<file path="src/rtl/reset_sequencer_pkg.sv">
// Shared definitions for the reset sequencer: FSM state encoding, counter sizing
// and parameter legality checks.
package reset_seq_pkg;

    typedef enum logic [2:0] {
        S_RESET,
        S_WAIT_LOCK,
        S_HOLD,
        S_RELEASE,
        S_RUN
    } state_t;

    function automatic int unsigned cnt_width(input int unsigned hold, input int unsigned gap);
        int unsigned m;
        m = (hold > gap) ? hold : gap;
        return $clog2(m + 1);
    endfunction

    // A hold of zero cycles would have to release stage 0 in the cycle S_HOLD is entered.
    function automatic bit params_legal(input int hold, input int stages, input int gap);
        return (hold >= 1) && (stages >= 1) && (stages <= 8) && (gap >= 1);
    endfunction

endpackage

</file>
<file path="src/rtl/reset_sequencer_sync_2ff.sv">
// Two-flop synchronizer bringing an asynchronous level into the clk domain.
module sync_2ff (
    input  logic clk,
    input  logic rst_n,
    input  logic d,
    output logic q
);

    logic meta;

    always_ff @(posedge clk or negedge rst_n) begin
        if (!rst_n) begin
            meta <= 1'b0;
            q    <= 1'b0;
        end else begin
            meta <= d;
            q    <= meta;
        end
    end

endmodule

</file>
<file path="src/rtl/reset_sequencer.sv">
// Staged reset release sequencer gated by a synchronized PLL lock.
// Optional macro RESET_SEQ_LOCK_LOSS_EN: lock loss after qualification restarts the sequence.
module reset_sequencer
    import reset_seq_pkg::*;
#(
    parameter int HOLD_CYCLES = 16,
    parameter int STAGES      = 3,
    parameter int STAGE_GAP   = 4
) (
    input  logic              clk,
    input  logic              rst_n,
    input  logic              pll_locked,
    input  logic              soft_rst_req,
    output logic [STAGES-1:0] stage_rst_n,
    output logic              reset_done,
    output logic              soft_rst_ack
);

    localparam int unsigned CW = cnt_width(HOLD_CYCLES, STAGE_GAP);
    localparam logic [CW-1:0] HOLD_LAST = CW'(HOLD_CYCLES - 1);
    localparam logic [CW-1:0] GAP_LAST  = CW'(STAGE_GAP - 1);

    if (!params_legal(HOLD_CYCLES, STAGES, STAGE_GAP)) begin : g_param_check
        $error("reset_sequencer: illegal HOLD_CYCLES/STAGES/STAGE_GAP");
    end

    state_t            state, state_nxt;
    logic [CW-1:0]     cnt, cnt_nxt;
    logic [STAGES-1:0] stage_nxt, stage_adv;
    logic              done_nxt, ack_nxt;
    logic              lock_s;

    sync_2ff u_lock_sync (
        .clk   (clk),
        .rst_n (rst_n),
        .d     (pll_locked),
        .q     (lock_s)
    );

    always_ff @(posedge clk or negedge rst_n) begin
        if (!rst_n) begin
            state        <= S_RESET;
            cnt          <= '0;
            stage_rst_n  <= '0;
            reset_done   <= 1'b0;
            soft_rst_ack <= 1'b0;
        end else begin
            state        <= state_nxt;
            cnt          <= cnt_nxt;
            stage_rst_n  <= stage_nxt;
            reset_done   <= done_nxt;
            soft_rst_ack <= ack_nxt;
        end
    end

    always_comb begin
        state_nxt = state;
        cnt_nxt   = (&cnt) ? cnt : cnt + 1'b1;
        stage_nxt = stage_rst_n;
        done_nxt  = reset_done;
        ack_nxt   = 1'b0;
        // Releases are thermometer-coded: each step sets the next higher bit.
        stage_adv = (stage_rst_n << 1) | STAGES'(1'b1);

        case (state)
            S_RESET: begin
                state_nxt = S_WAIT_LOCK;
                cnt_nxt   = '0;
            end
            S_WAIT_LOCK: begin
                cnt_nxt = '0;
                if (lock_s) state_nxt = S_HOLD;
            end
            S_HOLD, S_RELEASE: begin
                if (cnt == ((state == S_HOLD) ? HOLD_LAST : GAP_LAST)) begin
                    stage_nxt = stage_adv;
                    cnt_nxt   = '0;
                    if (&stage_adv) begin
                        state_nxt = S_RUN;
                        done_nxt  = 1'b1;
                    end else begin
                        state_nxt = S_RELEASE;
                    end
                end
            end
            S_RUN: begin
                cnt_nxt = '0;
                if (soft_rst_req) begin
                    state_nxt = S_HOLD;
                    stage_nxt = '0;
                    done_nxt  = 1'b0;
                    ack_nxt   = 1'b1;
                end
            end
            default: begin
                state_nxt = S_RESET;
                cnt_nxt   = '0;
                stage_nxt = '0;
                done_nxt  = 1'b0;
            end
        endcase

`ifdef RESET_SEQ_LOCK_LOSS_EN
        // Lock loss overrides everything above, including a soft request in S_RUN.
        if ((state == S_HOLD || state == S_RELEASE || state == S_RUN) && !lock_s) begin
            state_nxt = S_WAIT_LOCK;
            cnt_nxt   = '0;
            stage_nxt = '0;
            done_nxt  = 1'b0;
            ack_nxt   = 1'b0;
        end
`endif
    end

endmodule

</file>
<file path="config.mk">
export PLATFORM = sky130hd
export DESIGN_NAME = reset_sequencer
export DESIGN_NICKNAME = d
export VERILOG_FILES = /design/src/rtl/reset_sequencer_pkg.sv /design/src/rtl/reset_sequencer_sync_2ff.sv /design/src/rtl/reset_sequencer.sv
export SDC_FILE = /design/constraint.sdc
export NUM_CORES = 1
export LEC_CHECK = 0
export ABC_CLOCK_PERIOD_IN_PS = 2100
export BUFFER_PORTS_ARGS = -buffer_cell sky130_fd_sc_hd__buf_2
export CAP_MARGIN = 30
export CORE_MARGIN = 4
export CORE_UTILIZATION = 53
export DETAILED_ROUTE_END_ITERATION = 12
export GPL_TIMING_DRIVEN = 0
export PLACE_DENSITY = 0.73
export SYNTH_ARGS = -nofsm -noshare
export SYNTH_HDL_FRONTEND = slang
export SYNTH_SLANG_ARGS = --single-unit
</file>
<file path="constraint.sdc">
create_clock -name clk -period 2.1 [get_ports clk]
set_clock_uncertainty 0.2 [all_clocks]
set_input_delay 0.42 -clock clk [delete_from_list [all_inputs] [get_ports clk]]
set_output_delay 0.42 -clock clk [all_outputs]
set_load 0.02 [all_outputs]
</file>
==> results of run 1 <==
[logic make-up after synthesis]
family	count (synthesis)	share of synthesized area [%]
multiplexers	2	2.85
AND/OR/NAND/NOR	22	16.7
XOR/XNOR	3	3.74
buffers and inverters	4	2.67
flip-flops	15	53.4
adder cells (fa/ha/maj)	2	3.56
AO/OA/AOI/OAI	17	17.1
[per-stage QoR]
step	total power, uW	hold slack, ps	setup WS [ps]	util [%]	instance area [um^2]
3_3_place_gp	872	133	251	65.0	761
6_report	1040	32.0	274	68.1	797
5_1_grt	1110	34.5	113	68.1	797
2_1_floorplan	773	-75.6	397	-	703
3_5_place_dp	881	136	275	65.0	761
4_1_cts	1050	37.5	257	68.1	797
[worst paths after layout]
kind | cells past startpoint | to
setup / recovery | 5 | state[0]
hold reg to reg | 0 | u_lock_sync.q
min in group asynchronous | 2 | reset_done
max in group asynchronous | 2 | cnt[4]
hold / removal | 1 | u_lock_sync.meta
setup reg to reg | 5 | state[0]
[per-layer routing]
metal	track usage, %	vias up	part of all wire (%)
met4	7.23	0	2.1
met1	21.0	255	47
met5	0	-	0
met2	20.6	11	45
li1	-	262	-
met3	2.44	5	5.6
[timing repair]
item	in CTS	in global routing
buffers inserted	0	0
endpoints found under the setup margin	0	0
hold endpoints to repair	15	0
hold buffers	1	0
[power by group through the flow]
stage	clock network, uW	logic, uW	registers [uW]
after floorplan	0	284	489
after global routing	181	464	470
final	167	419	458
after global placement	0	413	459
after detailed placement	0	420	461
after CTS	168	423	455
[cells in the mapped netlist (all sizes together)]
library cell and n:
a21o 1, nand4 1, a211oi 1, ha 2
o21ai 6, o2bb2ai 1, mux2i 2, o21a 1
buf 1, nand3 2, nand2b 1, dfrtp 15
or3b 1, nand2 4, o31a 1, a32o 1
a21oi 3, xor2 2, a31oi 2, nor4b 1
nor4 1, xnor2 1, inv 3, nor2 7
nor2b 1, or4 1, nand3b 1, and3 1
[area by class of cell]
| cell class | count | share of cell area, % |
|---|---|---|
| multi-input cells | 46 | 38.8 |
| plain buffers | 1 | 0.942 |
| clock buffers | 4 | 3.30 |
| repair buffers | 9 | 6.28 |
| inverters | 3 | 1.41 |
| well taps | 14 | 2.20 |
| flip-flops and latches | 15 | 47.1 |
[sequential cells by signal (all words and copies together) (netlist names)]
signal            flops
u_lock_sync.q         1
cnt                   5
state                 3
soft_rst_ack          1
reset_done            1
u_lock_sync.meta      1
stage_rst_n           3
[worst register-to-register path, delay by kind of cell (launching register included)]
| kind | cells | cell delay, ps |
|---|---|---|
| and+or+nand+nor | 2 | 590 |
| AOI/OAI and AO/OA | 2 | 460 |
| DFF | 1 | 330 |
| buffers and inverters | 1 | 140 |
==> results.toml, run 1 <==
[outcome]
status = "finished clean"

[drt]
initialDrtViolationCount = 12
routed_wl_mm = 1.21
drt_first_pass_iters = 4
route.detailed.drc = 0
drt-vias-per-instance = 5.79
num_vias = 533
post_drt_wl_per_cell_um = 13.2
ant_nets = 0

[sta]
setup_violations = 0
hold_viol_final = 0
tightest_slew_ps = 335
drv_slew = 0
finalSetupTns_ps = 0
relSlewSlack_pct = 77.4
rsz0062_at_grt = "no"
fmax_mhz = 548
finalCritPeriodShare_pct = 87.0
period_needed_ps = 1830

[critical_path]
path_max_fanout = 9
cp.arrival_ps = 1810
start_kind = "flop"
path_cells = "buf_4 -> or3b_4 -> a21oi_1 -> nand3_1 -> o21a_1"
crit_family = "simple AND/OR/NAND/NOR gates"
r2r_setup_slack_ps = 270
slowest_stage = "or3b_4"
crit_start = "state[0]"
slowest_delay_ps = 410
critPathCaptureType = "flop"
r2r_start = "state[0]"
criticalPathCategory = "flop to flop"
crit_buf_inv = 1
critPathRequiredTime_ps = 2080

[clocking]
clkTransAtPathRegs_ps = 90
clk_latency_ps = 290
cts_buffers = 3
htreeDepth = 1
cts.sinks = 15
cts_tree = "done"
cts_resized = 0
cts_buffer_depth = 2
cts_root_buf = "clkbuf_4"

[synth]
ys_seq_elements = 15
synth.largest_area_cell = "dfrtp_1"
synth.area.top_cells = "dfrtp_1 (53%), nor2_1 (3.7%), ha_1 (3.6%), a211oi_4 (2.8%), mux2i_1 (2.8%)"
yosysSeqAreaShare_pct = 53.4
synth.avg_cell_area_um2 = 10.8
synth_cell_types = 29
synthCells = 65
ys_warn_count = 0
syn_nets = 71
yosys.area.top_type_share_pct = 53.4
synth.cell_area_um2 = 703

[final_layout]
final_cell_mix = "dfrtp_1 (15), buf_2 (8), nor2_1 (7), nand2_1 (4)"
final_common_cell = "dfrtp_1"
fin_nets = 85
multi_input_area_um2 = 309
area_growth_pct = 13.3
drive_gt1_share_pct = 17.9
regArea_um2 = 375
final_cells = 92
num_antenna_cells = 0
nFillCells = 83

[die]
coreArea_um2 = 1170
die-area_um2 = 1970
die_x_um = 44.4
rows = 12
initial_core_util_pct = 60.0
io-pin-count = 9
die_h_um = 44.4

[power_and_ir_drop]
p_per_area_nw_per_um2 = 1310
leakage_uw = 0.000360
peakVddDrop_mv = 0.780
p_comb_share_pct = 40.1
sequentialPowerShare_pct = 43.9
switching_share_pct = 39.2
power.switching_uw = 410
clock_power_share_pct = 16.0
internal_power_uw = 634

[placed_design]
hpwlAfterDp_um = 869
gp_congestion = 0.748
dp_cells = 87
port_buffers = 8

[global_routing]
grt_pass1_wl_mm = 2.06
antenna_found_initial = 0
grt_max_degree = 16
overflow = 0
track_usage_pct = 14.4
grt_pass1_vias = 466

[worst_hold_path]
hold_path.class = "input port to flop"
worstHoldStart = "pll_locked"

[flow_run]
drv_cap = 0
Note: power is estimated with default switching activity, not from simulation.
==> run 2: changes to the inputs <==
Settings changed: CORE_UTILIZATION 53 to 45, PLACE_DENSITY 0.73 to 0.64, SETUP_SLACK_MARGIN set to 0.3.
==> run 2 against run 1 <==
Against the previous run: sequential power is essentially flat; routed wire length grew 7.1%; core utilization shrank 11 points; critical path type unchanged; largest cell class unchanged.
==> results.toml, run 2 (synthesized netlist as in run 1, its figures left out) <==
[critical_path]
rr_worst_depth = 5
cp.arrival_ps = 1760
path_cells = "buf_6 -> or3b_4 -> a211oi_4 -> o21ai_1 -> a32o_1"
start_kind = "flop"
slowest_delay_ps = 410
critPathRequiredTime_ps = 2080
r2r_start = "state[0]"
path_max_fanout = 7
crit_start = "state[0]"
criticalPathCategory = "flop to flop"
slowest_stage = "or3b_4"
critPathCaptureType = "flop"

[global_routing]
busiest_layer = "met2"
globalRouteMet1Util_pct = 18.5
grt_max_degree = 16
antenna_found_initial = 0
grt_pass1_wl_mm = 2.15
track_usage_pct = 13.9
grt_pass1_vias = 507
overflow = 0
met3_usage_pct = 3.38
grtUsageMet2_pct = 20.6

[final_layout]
top_regs = "cnt (5), stage_rst_n (3), state (3)"
num_antenna_cells = 0
area_growth_pct = 20.8
final_cells = 99
top_register = "cnt"
drive_gt1_share_pct = 26.5
fin_nets = 90
final_common_cell = "dfrtp_1"
final_cell_mix = "dfrtp_1 (15), buf_2 (8), nor2_1 (7), buf_4 (5)"
nFillCells = 126
utilization_pct = 57.1
largest_reg_flops = 5

[sta]
relSlewSlack_pct = 78.2
hold_viol_final = 0
drv_slew = 0
rsz0062_at_grt = "yes"
setup_violations = 0
fmax_mhz = 562
finalCritPeriodShare_pct = 84.7
tightest_slew_ps = 324
period_needed_ps = 1780
finalSetupTns_ps = 0

[clocking]
clkTransAtPathRegs_ps = 90
htreeDepth = 1
cts.sinks = 15
clk_latency_ps = 280
cts_root_buf = "clkbuf_4"
cts_buffer_depth = 2
cts_buffers = 3
cts_tree = "done"

[flow_run]
drv_cap = 0

[worst_hold_path]
hold_path.class = "input port to flop"
worstHoldStart = "pll_locked"
hold_path_depth = 1

[outcome]
status = "finished clean"

[die]
coreArea_um2 = 1490
die-area_um2 = 2260
rows = 14
die_h_um = 47.5
die_x_um = 47.5
io-pin-count = 9
initial_core_util_pct = 47.2

[placed_design]
gp_congestion = 0.762
hpwlAfterDp_um = 889
port_buffers = 8
dp_cells = 89

[drt]
routed_wl_mm = 1.30
drt-vias-per-instance = 5.44
route.detailed.drc = 0
ant_nets = 0
post_drt_wl_per_cell_um = 13.1
drt_first_pass_iters = 4
initialDrtViolationCount = 8
num_vias = 539

[power_and_ir_drop]
peakVddDrop_mv = 0.632
p_per_area_nw_per_um2 = 1310
leakage_uw = 0.000381
==> run 2: cell count changes in the layout (fill, tap and decap cells not counted), sizes merged <==
| cell | delta |
|---|---|
| buf | +5 |
==> run 2: metal layers <==
metal,share of wire (%),vias to the layer above
li1,-,270
met1,47,253
met3,3.8,5
met4,2.1,0
met5,0,-
met2,47,11
==> run 2: power by group <==
part / leakage, uW / internal (uW) / switching (uW)
registers: 0.000185 / 379 / 81.3
logic: 0.000181 / 235 / 255
clock network: 0.0000150 / 73.8 / 92.8
total: 0.000381 / 687 / 430
==> run 2: worst paths after layout <==
| kind | slack [ps] | end |
|---|---|---|
| min in group asynchronous | 360 | stage_rst_n[1] |
| min | 30 | u_lock_sync.meta |
| max in group asynchronous | 1100 | state[1] |
| max | 320 | stage_rst_n[1] |
| max reg2reg | 320 | stage_rst_n[1] |
| min reg2reg | 160 | u_lock_sync.q |
==> run 2: layout make-up <==
type | instances | area (um^2) | share of cell area (%)
Multi-Input combinational cell | 46 | 318 | 37.4
Timing Repair Buffer | 14 | 87.6 | 10.3
Inverter | 3 | 11.3 | 1.33
Clock buffer | 4 | 26.3 | 3.09
Sequential cell | 15 | 375 | 44.2
Buffer | 1 | 11.3 | 1.33
Tap cell | 16 | 20.0 | 2.36
==> run 2: critical path, delay by kind of cell, from the launching register on <==
kind	cells	cell delay, ps
AOI/OAI and AO/OA	3	580
and+or+nand+nor	1	410
buffers and inverters	1	120
DFF	1	360
==> run 2: through the flow <==
stage               hold WS [ps]  power, uW  cell area [um^2]  setup slack (ps)
finish                      34.9       1120               850               322
global route                25.3       1210               850               238
CTS                         25.2       1070               811               303
detailed placement           137        886               763               275
global placement             135        871               763               258
floorplan                  -75.6        773               703               397
==> run 2: timing repair <==
item                                    4_1_cts  5_1_grt
pin swaps                                     1        3
hold buffers                                  1        0
resized for setup                             2        3
endpoints found under the hold margin        15        0
buffers inserted                              1        4
endpoints found under the setup margin        3        8
